==> config.mk <==
export PLATFORM = sky130hd
export DESIGN_NAME = cpart_burst_capture
export DESIGN_NICKNAME = d
export VERILOG_FILES = /design/src/rtl/cpart_burst_capture.sv
export SDC_FILE = /design/constraint.sdc
export NUM_CORES = 1
export LEC_CHECK = 0
export ABC_CLOCK_PERIOD_IN_PS = 2300
export BUFFER_PORTS_ARGS = -buffer_cell sky130_fd_sc_hd__buf_2
export CAP_MARGIN = 10
export CORE_MARGIN = 1
export CORE_UTILIZATION = 54
export DETAILED_ROUTE_END_ITERATION = 10
export PLACE_DENSITY = 0.76
export SLEW_MARGIN = 5
export SYNTH_ARGS = -nofsm -noshare
export SYNTH_HDL_FRONTEND = slang
export SYNTH_SLANG_ARGS = --single-unit
==> constraint.sdc <==
create_clock -name sysClk -period 2.3 [get_ports sysClk]
set_clock_uncertainty 0.1 [all_clocks]
set_input_delay 0.23 -clock sysClk [delete_from_list [all_inputs] [get_ports sysClk]]
set_output_delay 0.23 -clock sysClk [all_outputs]
set_load 0.05 [all_outputs]
==> src/rtl/cpart_burst_capture.sv <==
// cpart_burst_capture: samples serial data on clkMod pulses, frames words on the low gap,
// and presents good words over valid/ready while flagging framing errors and overruns.
module cpart_burst_capture #(
  parameter int PULSES  = 7,
  parameter int GAP_LEN = 3
) (
  input  logic              sysClk,
  input  logic              sysRst,
  input  logic              clkMod,
  input  logic              serDin,
  input  logic              frameReady,
  output logic [PULSES-1:0] dataOut,
  output logic              frameValid,
  output logic              frameErr,
  output logic              overrun
);
  localparam int CW = $clog2(PULSES + 2);
  localparam int LW = $clog2(GAP_LEN + 1);
  logic              prevMod;
  logic              synced;
  logic [LW-1:0]     lowRun;
  logic [CW-1:0]     pulseCnt;
  logic [PULSES-1:0] shift;
  logic              rise, gap, eval, good, load;
  always_comb begin
    rise = clkMod & ~prevMod;
    gap  = ~clkMod && (lowRun == LW'(GAP_LEN - 1));
    eval = gap & synced;
    good = eval && (pulseCnt == CW'(PULSES));
    load = good & (~frameValid | frameReady);
  end
  always_ff @(posedge sysClk or negedge sysRst) begin
    if (!sysRst) begin
      prevMod    <= 1'b0;
      synced     <= 1'b0;
      lowRun     <= '0;
      pulseCnt   <= '0;
      shift      <= '0;
      dataOut    <= '0;
      frameValid <= 1'b0;
      frameErr   <= 1'b0;
      overrun    <= 1'b0;
    end else begin
      prevMod  <= clkMod;
      frameErr <= eval & ~good;
      overrun  <= good & frameValid & ~frameReady;
      lowRun   <= clkMod ? '0 : (lowRun == LW'(GAP_LEN)) ? lowRun : lowRun + 1'b1;
      if (gap) begin
        pulseCnt <= '0;
        shift    <= '0;
        synced   <= 1'b1;
      end else if (rise) begin
        shift    <= {shift[PULSES-2:0], serDin};
        pulseCnt <= (pulseCnt == CW'(PULSES + 1)) ? pulseCnt : pulseCnt + 1'b1;
      end
      // a fresh word takes priority over retiring the held one
      if (load) begin
        dataOut    <= shift;
        frameValid <= 1'b1;
      end else if (frameValid && frameReady) begin
        frameValid <= 1'b0;
      end
    end
  end
endmodule

==> qor.csv, run 1 <==
stage,metric,value,unit
outcome,status,"finished, final reports clean",
synthesis,syn_area_per_cell,13.5,sq um
power,leakage,0.662,nW
die,core_area,1760,sq um
synthesis,synth-seq-cells,25,
critical_path,worstSetupPathType,input pin to register,
critical_path,arrival,2.02,ns
synthesis,synthCells,77,
die,ios,15,
synthesis,syn_area,1040,sq um
layout,fillerInstances,150,
layout,seq_area,626,sq um
layout,drive_gt1_share,32.0,%
placement,place_area,1150,sq um
sta,worst_pin_slew,0.547,ns
placement,pre_cts_ws,0.397,ns
layout,n_antenna_cell,0,
critical_path,worstPathRequired,2.40,ns
layout,synthToLayoutAreaGrowth,14.4,%
placement,dp_hpwl,1.17,mm
routing,avgRoutedWirePerCell,13.3,microns
critical_path,crit_chain,dlygate4sd3_1 > buf_2 > nand2b_1 > nor4b_4 > mux2_2,
routing,drt_pass1_iterations,4,
layout,multi_input_area,397,sq um
routing,dr_total_vias,654,
clock_network,cts_tree,done,
sta,drv_slew,0,
clock_network,cts-buffers-inserted,3,
critical_path,cp-startpoint,clkMod,
sta,timing.final.ws_setup,0.379,ns
die,rows,15,
global_route,antenna_found_initial,0,
critical_path,crit_fanout,7,
layout,nNetsFinal,107,
global_route,grtUsageTotal,18.5,%
critical_path,r2r_start,pulseCnt[0],
sta,setup_viol,0,
critical_path,cp_num_buf_inv,2,
layout,finalInstanceArea,1190,sq um
critical_path,cpPeakStageDelay,0.53,ns
sta,fin_setup_tns,0,ns
routing,drt_iter0_drc,5,
global_route,grt_pass1_wl,2.73,mm
power,peakVddDrop,0.582,mV
sta,finalCriticalPeriod,1.92,ns
worst_hold_path,min_path_type,input pin to register,
routing,vias_per_cell,5.36,
global_route,grt_max_degree,26,
sta,rsz0062_at_grt,no,
worst_hold_path,hp-start,serDin,
synthesis,synth_fp_nets,86,
clock_network,clockBufferDepth,2,
synthesis,yosysUniqueCellTypes,22,
die,die_w,45.9,microns
die,die_y,45.9,microns
critical_path,crit_path_start_kind,input pin,
critical_path,critical_path.top_delay_family,simple AND/OR/NAND/NOR gates,
synthesis,ys_seq_area_share,60.0,%
clock_network,cts.sinks,25,
synthesis,ys_warn_count,0,
die,dieArea,2110,sq um
layout,final_util,67.6,%
placement,place_congestion,0.665,
routing,ant_nets,0,
sta,period_share,83.5,%
global_route,grt_pass1_vias,676,
power,power_density,886,nW/um^2
clock_network,worstSkewPairLatency,0.30,ns
clock_network,ctsResizeCount,0,
global_route,overflow,0,
job,maxCapViolations,0,
die,initial_utilization,59.1,%
clock_network,clockRootBuffer,clkbuf_4,
sta,slew_headroom,63.6,%
clock_network,cts.clk_slew.worst_paths,0.13,ns
placement,numPortBuffers,14,
critical_path,endpoint_kind,register,
sta,max_freq,521,MHz
routing,drc,0,
power,p_total,1.06,mW
clock_network,ctsHtreeMaxLevel,1,
sta,hold_viol,0,
routing,drt_wl_total,1.63,mm
critical_path,slowest_stage,dlygate4sd3_1,
cell usage in the layout, fill, tap and decap left out, types with 2 or more instances in the layout:
master	synthesis	routed
dfrtp_1	25	25
buf_2	1	14
mux2_2	8	8
a22o_1	7	7
nor2_1	6	6
nand2_1	5	5
inv_1	4	4
ha_1	4	4
clkbuf_4	0	3
nand2b_1	2	2
a21oi_1	2	2
mux2i_1	2	2
dlygate4sd3_1	0	2
stage by stage:
stage	instances	hold slack (ns)
detailed placement	116	0.144
finish	122	0.0599
floorplan	77	-0.166
global placement	116	0.136
global route	122	0.0394
CTS	122	0.0473
worst paths after layout:
path	endpoint	slack (ns)	cells after the start
setup reg to reg	dataOut[2]	0.39	4
max in group asynchronous	dataOut[3]	1.41	2
hold reg to reg	pulseCnt[3]	0.41	1
setup / recovery	dataOut[2]	0.38	5
min in group asynchronous	overrun	0.33	2
hold / removal	shift[0]	0.06	2
kinds of logic (layout without fill, tap and decap cells):
| group | after synthesis | in the layout | share of synthesized area (%) |
|---|---|---|---|
| xor gates and xnor gates | 1 | 1 | 0.840 |
| DFF | 25 | 25 | 60.0 |
| AOI/OAI and AO/OA | 11 | 11 | 8.28 |
| adders and majority gates | 4 | 4 | 4.80 |
| and+or+nand+nor | 21 | 21 | 13.6 |
| muxes | 10 | 10 | 10.6 |
| buffers and inverters | 5 | 25 | 1.92 |
registers in the layout (all words and copies together), names as in the netlist:
signal and count:
dataOut 7, frameErr 1, frameValid 1, lowRun 2, overrun 1, prevMod 1
pulseCnt 4, shift 7, synced 1
report_power, final:
part           internal (mW)  switching (mW)  total [mW]  leakage, nW
registers              0.520          0.0687       0.589        0.329
clock network         0.0675           0.119       0.186       0.0150
logic                  0.121           0.160       0.282        0.319
total                  0.709           0.348        1.06        0.662
repair_timing:
action / in CTS / in global routing
hold buffers: 2 / 0
hold endpoints to repair: 26 / 0
setup buffers: 0 / 0
layout make-up:
type                       instances  share of cell area [%]
clock buffer                       4                    2.20
timing repair buffer              17                    8.18
multi-input combinational         47                    33.3
sequential                        25                    52.5
inverter                           4                    1.26
tap                               25                    2.62
cells in the mapped netlist, drive strengths merged:
cell    number  area (sq um)
dfrtp       25           626
mux2         8          90.1
a22o         7          61.3
nor2         6          22.5
nand2        5          18.8
ha           4          50.1
inv          4          15.0
a21oi        2          10.0
mux2i        2          20.0
nand2b       2          12.5
a21bo        1          10.0
and2b        1          7.51
and3         1          7.51
buf          1          5.00
nand3b       1          20.0
nand4        1          6.26
nand4b       1          8.76
nor2b        1          6.26
nor4b        1          23.8
o21ai        1          5.00
or3          1          7.51
xor2         1          8.76
routing by layer:
layer,routed length (microns),GRT usage (%),share of wire (%)
met2,813,30.7,50
met3,48,2.38,3.0
met1,752,23.7,46
met5,0,0,0
met4,12,8.82,0.74
No activity file was read; power rests on OpenSTA's default activity.
==> run 2: changes to the inputs <==
--- a/config.mk
+++ b/config.mk
@@ -5,13 +5,13 @@
 export SDC_FILE = /design/constraint.sdc
 export NUM_CORES = 1
 export LEC_CHECK = 0
-export ABC_CLOCK_PERIOD_IN_PS = 2300
+export ABC_CLOCK_PERIOD_IN_PS = 1590
 export BUFFER_PORTS_ARGS = -buffer_cell sky130_fd_sc_hd__buf_2
 export CAP_MARGIN = 10
 export CORE_MARGIN = 1
-export CORE_UTILIZATION = 54
+export CORE_UTILIZATION = 49
 export DETAILED_ROUTE_END_ITERATION = 10
-export PLACE_DENSITY = 0.76
+export PLACE_DENSITY = 0.73
 export SLEW_MARGIN = 5
 export SYNTH_ARGS = -nofsm -noshare
 export SYNTH_HDL_FRONTEND = slang
==> constraint.sdc (replaced) <==
create_clock -name sysClk -period 1.59 [get_ports sysClk]
set_clock_uncertainty 0.1 [all_clocks]
set_input_delay 0.159 -clock sysClk [delete_from_list [all_inputs] [get_ports sysClk]]
set_output_delay 0.159 -clock sysClk [all_outputs]
set_load 0.05 [all_outputs]
==> qor.csv, run 2 (synthesized netlist as in run 1, its figures left out) <==
stage,metric,value,unit
worst_hold_path,hp-start,frameReady,
critical_path,reg2regPathDepth,5,
routing,drt_wl_total,1.76,mm
die,die_w,48.1,microns
routing,dr_total_vias,699,
outcome,status,"complete, but fails checks",
sta,rsz0062_at_grt,yes,
critical_path,crit_fanout,7,
placement,dp_hpwl,1.28,mm
power,peakVddDrop,0.822,mV
critical_path,crit_path_start_kind,register,
layout,synthToLayoutAreaGrowth,31.2,%
routing,drc,0,
sta,setup_viol,8,
die,initial_utilization,52.6,%
critical_path,worstSetupPathType,register to register,
sta,hold_viol,0,
layout,fillerInstances,150,
sta,period_share,104,%
die,rows,16,
routing,drt_pass1_iterations,4,
sta,timing.final.ws_setup,-0.0641,ns
critical_path,endpoint_kind,register,
sta,max_freq,605,MHz
global_route,grt_pass1_wl,2.79,mm
job,maxCapViolations,0,
critical_path,r2r_setup_slack,-0.06,ns
global_route,antenna_found_initial,0,
critical_path,arrival,1.77,ns
clock_network,clockRootBuffer,clkbuf_4,
outcome,violations,negative setup slack,
layout,final_common_cell,dfrtp_1,
layout,final_cell_mix,"25 x dfrtp_1, 14 x buf_2, 13 x buf_4",
clock_network,worstSkewPairLatency,0.31,ns
die,ios,15,
clock_network,cts.clk_slew.worst_paths,0.13,ns
die,dieArea,2320,sq um
power,p_total,1.77,mW
clock_network,ctsHtreeMaxLevel,1,
clock_network,cts_tree,done,
critical_path,worstPathRequired,1.71,ns
routing,avgRoutedWirePerCell,12.7,microns
sta,drv_slew,0,
worst_hold_path,min_path_cells,3,
routing,ant_nets,0,
layout,n_antenna_cell,0,
worst_hold_path,worstHoldEndpoint,overrun,
placement,place_congestion,0.662,
global_route,overflow,0,
placement,pre_cts_ws,-0.0989,ns
global_route,grt_max_degree,26,
die,core_area,1980,sq um
worst_hold_path,min_path_type,input pin to register,
sta,worst_pin_slew,0.540,ns
layout,final_util,69.0,%
clock_network,clockBufferDepth,2,
critical_path,cpPeakStageDelay,0.42,ns
critical_path,timing.rr.end,dataOut[1],
clock_network,cts-buffers-inserted,3,
layout,drive_gt1_share,48.2,%
routing,drt_iter0_drc,1,
critical_path,crit_chain,ha_4 > nand3b_4 > nor4b_4 > buf_6 > mux2_2,
global_route,grtUsageTotal,18.6,%
placement,numPortBuffers,14,
layout,top_regs,"dataOut x7, shift x7, pulseCnt x4",
power,power_density,1290,nW/um^2
layout,nNetsFinal,122,
clock_network,cts.sinks,25,
power,leakage,0.749,nW
die,die_y,48.1,microns
routing,vias_per_cell,5.03,
global_route,grt_pass1_vias,638,
critical_path,slowest_stage,dfrtp_1,
sta,slew_headroom,64.0,%
critical_path,r2r_start,pulseCnt[0],
sta,finalCriticalPeriod,1.65,ns
## run 2: changes by cell type in the layout (fill, tap and decap cells not counted), sizes merged
cell	change
buf	+14
clkbuf	-1
clkinv	+1
dlygate4sd3	+1
## run 2: repair_timing
item | CTS | global route
buffers inserted | 1 | 1
gates resized for setup | 4 | 10
endpoints found under the hold margin | 29 | 0
hold buffers | 3 | 0
endpoints found under the setup margin | 9 | 10
pin swaps | 0 | 3
## run 2: metal layers
layer | part of all wire, % | GRT usage (%) | up-vias
met1 | 46 | 23.7 | 342
li1 | - | - | 340
met4 | 1.2 | 10.0 | 0
met5 | 0 | 0 | -
met2 | 49 | 29.2 | 15
met3 | 3.5 | 4.44 | 2
## run 2: final cells by class
cell class	instances	area, sq um	share of cell area, %
timing repair buffer	32	220	16.1
sequential	25	626	45.7
inverter	4	15.0	1.10
clock inverter	1	5.00	0.366
multi-input combinational	47	445	32.6
tap	27	33.8	2.47
clock buffer	3	22.5	1.65
## run 2: per-stage QoR
step                hold WS, ns  cells  instance area, sq um  TNS, ns
floorplan                -0.237     77                  1050   -0.801
global placement         0.0742    130                  1250   -0.414
detailed placement       0.0808    130                  1250   -0.616
CTS                     0.00460    138                  1330   -0.351
global route             0.0262    139                  1370    -1.05
finish                   0.0221    139                  1370   -0.423
## run 2: worst max-delay path, delay by kind of cell (launching register included)
| kind | cells | cell delay, ns |
|---|---|---|
| buffers and inverters | 1 | 0.17 |
| flip-flops | 1 | 0.42 |
| adder cells (fa/ha/maj) | 1 | 0.16 |
| AND/OR/NAND/NOR | 2 | 0.37 |
| multiplexers | 1 | 0.33 |
## run 2: power breakdown
group	leakage, nW	internal [mW]	switching, mW	total (mW)
clock network	0.0177	0.0941	0.188	0.282
logic	0.403	0.339	0.307	0.646
registers	0.329	0.752	0.0881	0.840
total	0.749	1.19	0.582	1.77
## run 2: worst max path at each step
stage                           start         end  slack (ns)  cells past startpoint
final                     pulseCnt[0]  dataOut[1]       -0.06                      5
after global routing      pulseCnt[1]  dataOut[2]       -0.14                      5
after CTS                 pulseCnt[0]  dataOut[5]       -0.07                      5
after detailed placement  pulseCnt[1]  dataOut[5]        -0.1                      5
after global placement    pulseCnt[1]  dataOut[1]       -0.06                      5
after floorplan             lowRun[0]  dataOut[0]       -0.11                      5
